<file path="src/rtl/zimbo_pkg.sv">
// Shared fetch-side definitions: default widths, reset PC and the fetch-entry layout.
package zimbo_pkg;

    localparam int AW_DEF = 16;
    localparam int DW_DEF = 16;

    localparam logic [AW_DEF-1:0] RESET_PC = 16'h0000;

    typedef struct packed {
        logic [AW_DEF-1:0] pc;
        logic [DW_DEF-1:0] word;
    } fetch_entry_t;

endpackage

</file>
<file path="src/rtl/ifetch_ram.sv">
// Fetch queue storage: per-entry PC tag and instruction word.
// Tags and words are written independently; the read port is asynchronous.
module ifetch_ram
    import zimbo_pkg::*;
#(
    parameter int DEPTH = 4,
    parameter int AW    = AW_DEF,
    parameter int DW    = DW_DEF,
    parameter int PW    = $clog2(DEPTH)
) (
    input  logic          clock,
    input  logic          reset,
    input  logic          tag_we,
    input  logic [PW-1:0] tag_waddr,
    input  logic [AW-1:0] tag_wdata,
    input  logic          word_we,
    input  logic [PW-1:0] word_waddr,
    input  logic [DW-1:0] word_wdata,
    input  logic [PW-1:0] raddr,
    output logic [AW-1:0] rtag,
    output logic [DW-1:0] rword
);

    logic [AW-1:0] tag_q  [DEPTH];
    logic [DW-1:0] word_q [DEPTH];

    // Cleared on reset so the head outputs read as zero afterwards.
    always_ff @(posedge clock) begin
        if (reset) begin
            for (int i = 0; i < DEPTH; i++) begin
                tag_q[i]  <= '0;
                word_q[i] <= '0;
            end
        end else begin
            if (tag_we)  tag_q[tag_waddr]   <= tag_wdata;
            if (word_we) word_q[word_waddr] <= word_wdata;
        end
    end

    assign rtag  = tag_q[raddr];
    assign rword = word_q[raddr];

endmodule

</file>
<file path="src/rtl/ifetch_queue.sv">
// Instruction fetch queue: issues reads at the PC, buffers returned words in
// order for decode, stalls the PC when full and drops stale data after a redirect.
module ifetch_queue
    import zimbo_pkg::*;
#(
    parameter int DEPTH = 4,
    parameter int AW    = AW_DEF,
    parameter int DW    = DW_DEF
) (
    input  logic          clock,
    input  logic          reset,
    input  logic [AW-1:0] pc_addr,
    output logic          pc_en,
    input  logic          redirect,
    output logic          imem_req,
    output logic [AW-1:0] imem_addr,
    input  logic          imem_gnt,
    input  logic          imem_rvalid,
    input  logic [DW-1:0] imem_rdata,
    output logic          instr_valid,
    input  logic          instr_ready,
    output logic [DW-1:0] instr,
    output logic [AW-1:0] instr_pc
);

    localparam int PW = $clog2(DEPTH);
    localparam logic [PW:0] FULL = (PW+1)'(DEPTH);
    localparam logic [PW:0] ONE  = (PW+1)'(1);

    logic [PW:0] alloc_q, alloc_d;
    logic [PW:0] fill_q, fill_d;
    logic [PW:0] read_q, read_d;
    logic [PW:0] discard_q, discard_d;

    logic [PW:0] inflight, buffered, used;
    logic        fire, fill_en, pop;

    assign inflight = alloc_q - fill_q;
    assign buffered = fill_q - read_q;
    assign used     = alloc_q - read_q;

    assign imem_req    = !reset && !redirect && (used < FULL);
    assign imem_addr   = pc_addr;
    assign fire        = imem_req && imem_gnt;
    assign pc_en       = !reset && (fire || redirect);
    assign instr_valid = !reset && !redirect && (buffered != '0);
    assign pop         = instr_valid && instr_ready;
    assign fill_en     = !reset && !redirect && imem_rvalid && (discard_q == '0);

    always_comb begin
        alloc_d   = alloc_q;
        fill_d    = fill_q;
        read_d    = read_q;
        discard_d = discard_q;
        if (redirect) begin
            // Everything still owed by memory becomes stale; a response landing
            // this cycle is already one of them.
            fill_d    = alloc_q;
            read_d    = alloc_q;
            discard_d = discard_q + inflight - {{PW{1'b0}}, imem_rvalid};
        end else begin
            if (fire) alloc_d = alloc_q + ONE;
            if (fill_en) begin
                fill_d = fill_q + ONE;
            end else if (imem_rvalid) begin
                discard_d = discard_q - ONE;
            end
            if (pop) read_d = read_q + ONE;
        end
    end

    always_ff @(posedge clock) begin
        if (reset) begin
            alloc_q   <= '0;
            fill_q    <= '0;
            read_q    <= '0;
            discard_q <= '0;
        end else begin
            alloc_q   <= alloc_d;
            fill_q    <= fill_d;
            read_q    <= read_d;
            discard_q <= discard_d;
        end
    end

    ifetch_ram #(
        .DEPTH(DEPTH),
        .AW   (AW),
        .DW   (DW),
        .PW   (PW)
    ) u_ram (
        .clock     (clock),
        .reset     (reset),
        .tag_we    (fire),
        .tag_waddr (alloc_q[PW-1:0]),
        .tag_wdata (pc_addr),
        .word_we   (fill_en),
        .word_waddr(fill_q[PW-1:0]),
        .word_wdata(imem_rdata),
        .raddr     (read_q[PW-1:0]),
        .rtag      (instr_pc),
        .rword     (instr)
    );

endmodule

</file>
<file path="config.mk">
export PLATFORM = sky130hd
export DESIGN_NAME = ifetch_queue
export DESIGN_NICKNAME = d
export VERILOG_FILES = /design/src/rtl/zimbo_pkg.sv /design/src/rtl/ifetch_ram.sv /design/src/rtl/ifetch_queue.sv
export SDC_FILE = /design/constraint.sdc
export NUM_CORES = 1
export LEC_CHECK = 0
export ABC_AREA = 1
export CAP_MARGIN = 40
export CORE_ASPECT_RATIO = 0.8
export CORE_UTILIZATION = 55
export CTS_CLUSTER_SIZE = 30
export DETAILED_ROUTE_END_ITERATION = 16
export HOLD_SLACK_MARGIN = 0.03
export PLACE_DENSITY = 0.78
export SYNTH_ARGS = -nofsm -noshare
export SYNTH_HDL_FRONTEND = slang
export SYNTH_HIERARCHICAL = 1
export SYNTH_SLANG_ARGS = --single-unit
</file>
<file path="constraint.sdc">
create_clock -name clock -period 3.7 [get_ports clock]
set_clock_uncertainty 0.15 [all_clocks]
set_input_delay 0.74 -clock clock [delete_from_list [all_inputs] [get_ports clock]]
set_output_delay 0.74 -clock clock [all_outputs]
set_load 0.1 [all_outputs]
</file>
# ---- Word level (Yosys, flattened, before mapping)
# Memories as Yosys holds them, arrays and structs flattened. A register that Yosys moved wholly into a read port is not among the register bits.
# Cells that the tools add are included.
dict set report word_totals {
  ff_bits 12
  mem_bits_rw 128
  inputBits 38
  output_inout_bits 51
  elab_cells 63
  memories 2
}
# memory depth width rd rd_clocked_by_memory_dff wr line_no
set memory_table {}
lappend memory_table {u_ram.tag_q 4 16 1 1 4 ifetch_ram.sv:24} ;# logic [AW-1:0] tag_q [DEPTH];
lappend memory_table {u_ram.word_q 4 16 1 1 4 ifetch_ram.sv:25} ;# logic [DW-1:0] word_q [DEPTH];
dict set report op_classes {
  add_sub_neg 9
  n_lt_le_gt_ge 1
  n_eq_ne 1
  n_mux 25
  bitwise_logic 1
  reduce_logical 20
}
# cell count
set op_table {}
lappend op_table {{$mux 16} 2}
lappend op_table {{$reduce_or 16->1} 2}
lappend op_table {{$mux 3} 7}
lappend op_table {{$mux 2} 6}
lappend op_table {{$mux 1} 10}
lappend op_table {{$add 3x1->3 const B} 3}
lappend op_table {{$sub 3x3->3} 3}
lappend op_table {{$logic_and 1x1->1} 8}
lappend op_table {{$reduce_bool 2->1} 3}
lappend op_table {{$reduce_and 2->1} 2}
lappend op_table {{$add 3x3->3} 1}
lappend op_table {{$logic_not 3->1} 1}
lappend op_table {{$lt 3x3->1 const B} 1}
lappend op_table {{$reduce_bool 3->1} 1}
lappend op_table {{$sub 3x1->3} 1}
lappend op_table {{$sub 3x1->3 const B} 1}
lappend op_table {{$logic_not 1->1} 2}
lappend op_table {{$ne 2x2->1 const B} 1}
lappend op_table {{$logic_or 1x1->1} 1}
lappend op_table {{$not 1->1} 1}

# ---- Depth between registers and ports, before layout
dict set report logic_depth {
  ltp_word 9
  depth_mapped 14
  ltp_nobuf 14
}

# ---- By module
# Netlist, hierarchy kept.
# mod n_inst cells_per_inst area_each_um2 seq_area_each_um2
set modules_own_cells {}
lappend modules_own_cells {ifetch_ram 1 701 6302.3 3843.7}
lappend modules_own_cells {ifetch_queue 1 160 1126.1 240.2}

# ---- Worst setup path before layout
# No wires, ideal clock.
dict set report synth_path {
  path_kind {reg-to-output}
  from {reg alloc_q[1]}
  to {out pc_en}
  t_arrival_ns 3.293
  required_time_ns 2.810
  slack_ns -0.483
  path_stages_with_launch 9
  n_path_buf 0
  cell_sequence {dfxtp_1 -> ha_1 -> nand2_1 -> nand2_1 -> o21ai_0 -> nand3_2 -> inv_1 -> nand2_2 -> a21oi_1}
}
dict set report synth_via {
  elab_chain_cells 6
}
# element line_no
set synth_rtl {}
lappend synth_rtl {{start, declared} ifetch_queue.sv:30} ;# logic [PW:0] alloc_q, alloc_d;
lappend synth_rtl {{start signal, assigned} ifetch_queue.sv:79} ;# alloc_q <= alloc_d;
lappend synth_rtl {{$sub 3x3->3} ifetch_queue.sv:40} ;# assign used = alloc_q - read_q;
lappend synth_rtl {{$lt 3x3->1} ifetch_queue.sv:42} ;# assign imem_req = !reset && !redirect && (used < FULL);
lappend synth_rtl {{$logic_and 1x1->1} ifetch_queue.sv:42}
lappend synth_rtl {{net imem_req} ifetch_queue.sv:15} ;# output logic imem_req,
lappend synth_rtl {{$logic_and 1x1->1} ifetch_queue.sv:44} ;# assign fire = imem_req && imem_gnt;
lappend synth_rtl {{$logic_or 1x1->1} ifetch_queue.sv:45} ;# assign pc_en = !reset && (fire || redirect);
lappend synth_rtl {{$logic_and 1x1->1} ifetch_queue.sv:45}
lappend synth_rtl {{end, declared} ifetch_queue.sv:13} ;# output logic pc_en,
# The timed path passes the listed nets, and every way through them passes these cells.

# ---- Worst setup path in the final report
dict set report layout_path {
  from {in imem_rvalid}
  to {reg discard_q[2]}
}
dict set report layout_via {
  elab_chain_cells 4
  word_cells_on_any_way 7
  classes_between {1 x add/sub; 1 x eq/ne; 1 x mux; 4 x reduce/logical}
}
# element line_no
set layout_rtl {}
lappend layout_rtl {{start, declared} ifetch_queue.sv:18} ;# input logic imem_rvalid,
lappend layout_rtl {{parallel branches: the longest is 4 deep, another holds $sub 3x1->3} --}
lappend layout_rtl {{end signal, assigned} ifetch_queue.sv:82} ;# discard_q <= discard_d;
lappend layout_rtl {{end, declared} ifetch_queue.sv:33} ;# logic [PW:0] discard_q, discard_d;
# Parallel ways; which one is timed is not known.
# A chain may end at the register's enable or synchronous reset.

==> results.toml <==
[power]
vdd_drop_max_v = 0.000386
p_leak_nw = 4.24
power.density_nw_per_um2 = 499

[layout]
drive_gt1_frac = 0.132
final_common_cell = "nand2_1"
diodes = 0
area_delta_synth_final_pct = 24.5
nNetsFinal = 984
layout_common_cells = "nand2_1 (205), inv_1 (189), edfxtp_1 (128)"

[clock_tree]
cts_resized = 0
hold_buffers = 0
clk_path_buf_depth = 2
post_cts_buffers = 0
clock-sinks = 140
clk_pin_slew_worst_paths_ns = 0.06
insertion_delay_ns = 0.40
cts_root_buf = "clkbuf_16"
cts_tree = "yes"
htreeDepth = 4
cts_buffers = 17

[sta]
fin_tns_setup_ns = 0
fin_crit_ns = 3.38
fin_crit_sh = 0.914
hold_violations = 0
rsz0062_at_grt = "false"
max_slew_margin = 0.522
max_freq_mhz = 296
setup_ws_ns = 0.319
setup_viol_count_final = 0
tightest_slew_ns = 0.717
drv_slew = 0

[worst_setup_path]
crit_required_ns = 3.89
crit_family = "adder cells"
crit_fanout = 2
crit_top_cell = "nand2_1"
cpPeakStageDelay_ns = 0.52
cpMaxStageDelayCell = "fa_1"
crit_arrival_ns = 3.57
startpoint_type = "input port"
endpoint_kind = "flip-flop"
cp_num_buf_inv = 4
critical_path_class = "input port to flip-flop"
crit_chain = "clkdlybuf4s50_1 -> inv_1 -> fa_1 -> inv_1 -> fa_1 -> inv_1 -> ha_1 -> fa_1 -> xor2_1 -> nand2_1 -> nand2_1 -> nand2_1 -> nand3_1 -> nand2_1 -> a21oi_1"
ff2ff_setup_slack_ns = 0.57

[global_routing]
grt_pass1_vias = 5540
grt_pass1_wl_um = 26300
busiest_layer = "met2"
use_met3 = 0.0496
grt_use_met2 = 0.418
grt_max_degree = 65
overflow = 0
grtUsageTotal = 0.245
antenna_found_initial = 0
use_met1 = 0.307

[placement]
place.port_buffers = 88
preCtsSetupSlack_ns = -0.0980
gp_congestion = 0.873
post-dp-hpwl_um = 10300

[detailed_routing]
first_pass_iters = 7
wire_per_inst_um = 14.7
viasPerCell = 5.09
drc_errors = 0
wl_um = 16400
ant_nets = 0
vias = 5709
drt_iter0_drc = 592

[synthesis]
synth-seq-area-share = 0.550
ys_warn_count = 6
synth_nets = 912
ys_types = 30
async_reset_ff_frac = 0
synth_cells = 861
synth_edf_count = 128
syn_area_per_cell_um2 = 8.63
syn-cell-area_um2 = 7430
yosys_register_bits = 140
ys.flop_type = "edfxtp_1"

[job]
maxCapViolations = 0

[worst_hold_path]
worstHoldPathType = "flip-flop to flip-flop"

[die]
fp.dieW_um = 132
initial_core_util = 0.571
row_count = 37
die-area_um2 = 14000
core_um2 = 13000
chipHeight_um = 106
io_pins = 89

[outcome]
status = "finished, final reports clean"
[state kept, by name, summed over array words and instances (netlist names)]
| signal | cells |
|---|---|
| fill_q | 3 |
| u_ram/tag_q | 64 |
| alloc_q | 3 |
| discard_q | 3 |
| u_ram/word_q | 64 |
| read_q | 3 |
[cells in the mapped netlist (4+ instances only)]
library cell / number / area [um2]
a21oi_1: 10 / 50.1
inv_1: 189 / 709
nor3_1: 32 / 160
xnor2_1: 5 / 43.8
buf_4: 18 / 135
nand3_1: 75 / 375
fa_1: 4 / 80.1
o21ai_0: 11 / 55.1
nor2_1: 97 / 364
buf_2: 15 / 75.1
inv_2: 5 / 18.8
nor2_2: 5 / 31.3
edfxtp_1: 128 / 3840
nand2_1: 205 / 769
dfxtp_1: 12 / 240
clkbuf_1: 9 / 33.8
nand3_4: 4 / 70.1
ha_1: 9 / 113
buf_6: 9 / 101
[area by class of cell]
cell class	count	area [um2]
Clock buffer	19	433
Inverter	195	732
Clock inverter	13	166
Tap cell	175	219
Timing Repair Buffer	104	1340
Multi-Input combinational cell	475	2270
Fill cell	938	3760
Sequential cell	140	4090
[per-stage QoR]
stage / power (mW) / instance area (um2) / hold slack [ns] / std cells / util
after global routing: 4.77 / 9250 / 0.421 / 1121 / 0.711
final: 4.62 / 9250 / 0.392 / 1121 / 0.711
after detailed placement: 2.93 / 8650 / 0.385 / 1089 / 0.665
after global placement: 2.91 / 8620 / 0.368 / 1088 / 0.663
after floorplan: 2.57 / 7430 / 0.340 / 861 / -
after CTS: 4.62 / 9250 / 0.394 / 1121 / 0.711
[worst min-delay path, cell delays in order, from the launching register on]
cell	delay [ns]
dfxtp_1	0.35
nand2_1	0.08
a21oi_1	0.06
[path summary, 6_finish.rpt]
| path | startpoint | cells after the start | end |
|---|---|---|---|
| setup / recovery | imem_rvalid | 15 | discard_q[2] |
| hold reg to reg | discard_q[2] | 2 | discard_q[2] |
| hold / removal | discard_q[2] | 2 | discard_q[2] |
| setup reg to reg | fill_q[0] | 14 | discard_q[2] |
[layer usage]
metal / vias up / part of all wire
met5: - / 0
met4: 0 / 0.015
met3: 24 / 0.079
met2: 237 / 0.51
met1: 2647 / 0.40
li1: 2801 / -
[cells by family after synthesis]
| group | share of synthesized area |
|---|---|
| AND/OR/NAND/NOR | 0.252 |
| adder cells (fa/ha/maj) | 0.0259 |
| flip-flops | 0.550 |
| buffers and inverters | 0.145 |
| XOR/XNOR | 0.00825 |
| AO/OA/AOI/OAI | 0.0194 |
[power by group]
| part | internal [mW] | total [mW] | switching (mW) |
|---|---|---|---|
| registers | 1.79 | 1.83 | 0.0320 |
| logic | 0.340 | 1.07 | 0.734 |
| clock network | 1.06 | 1.72 | 0.652 |
(Power assumes the default switching activity.)
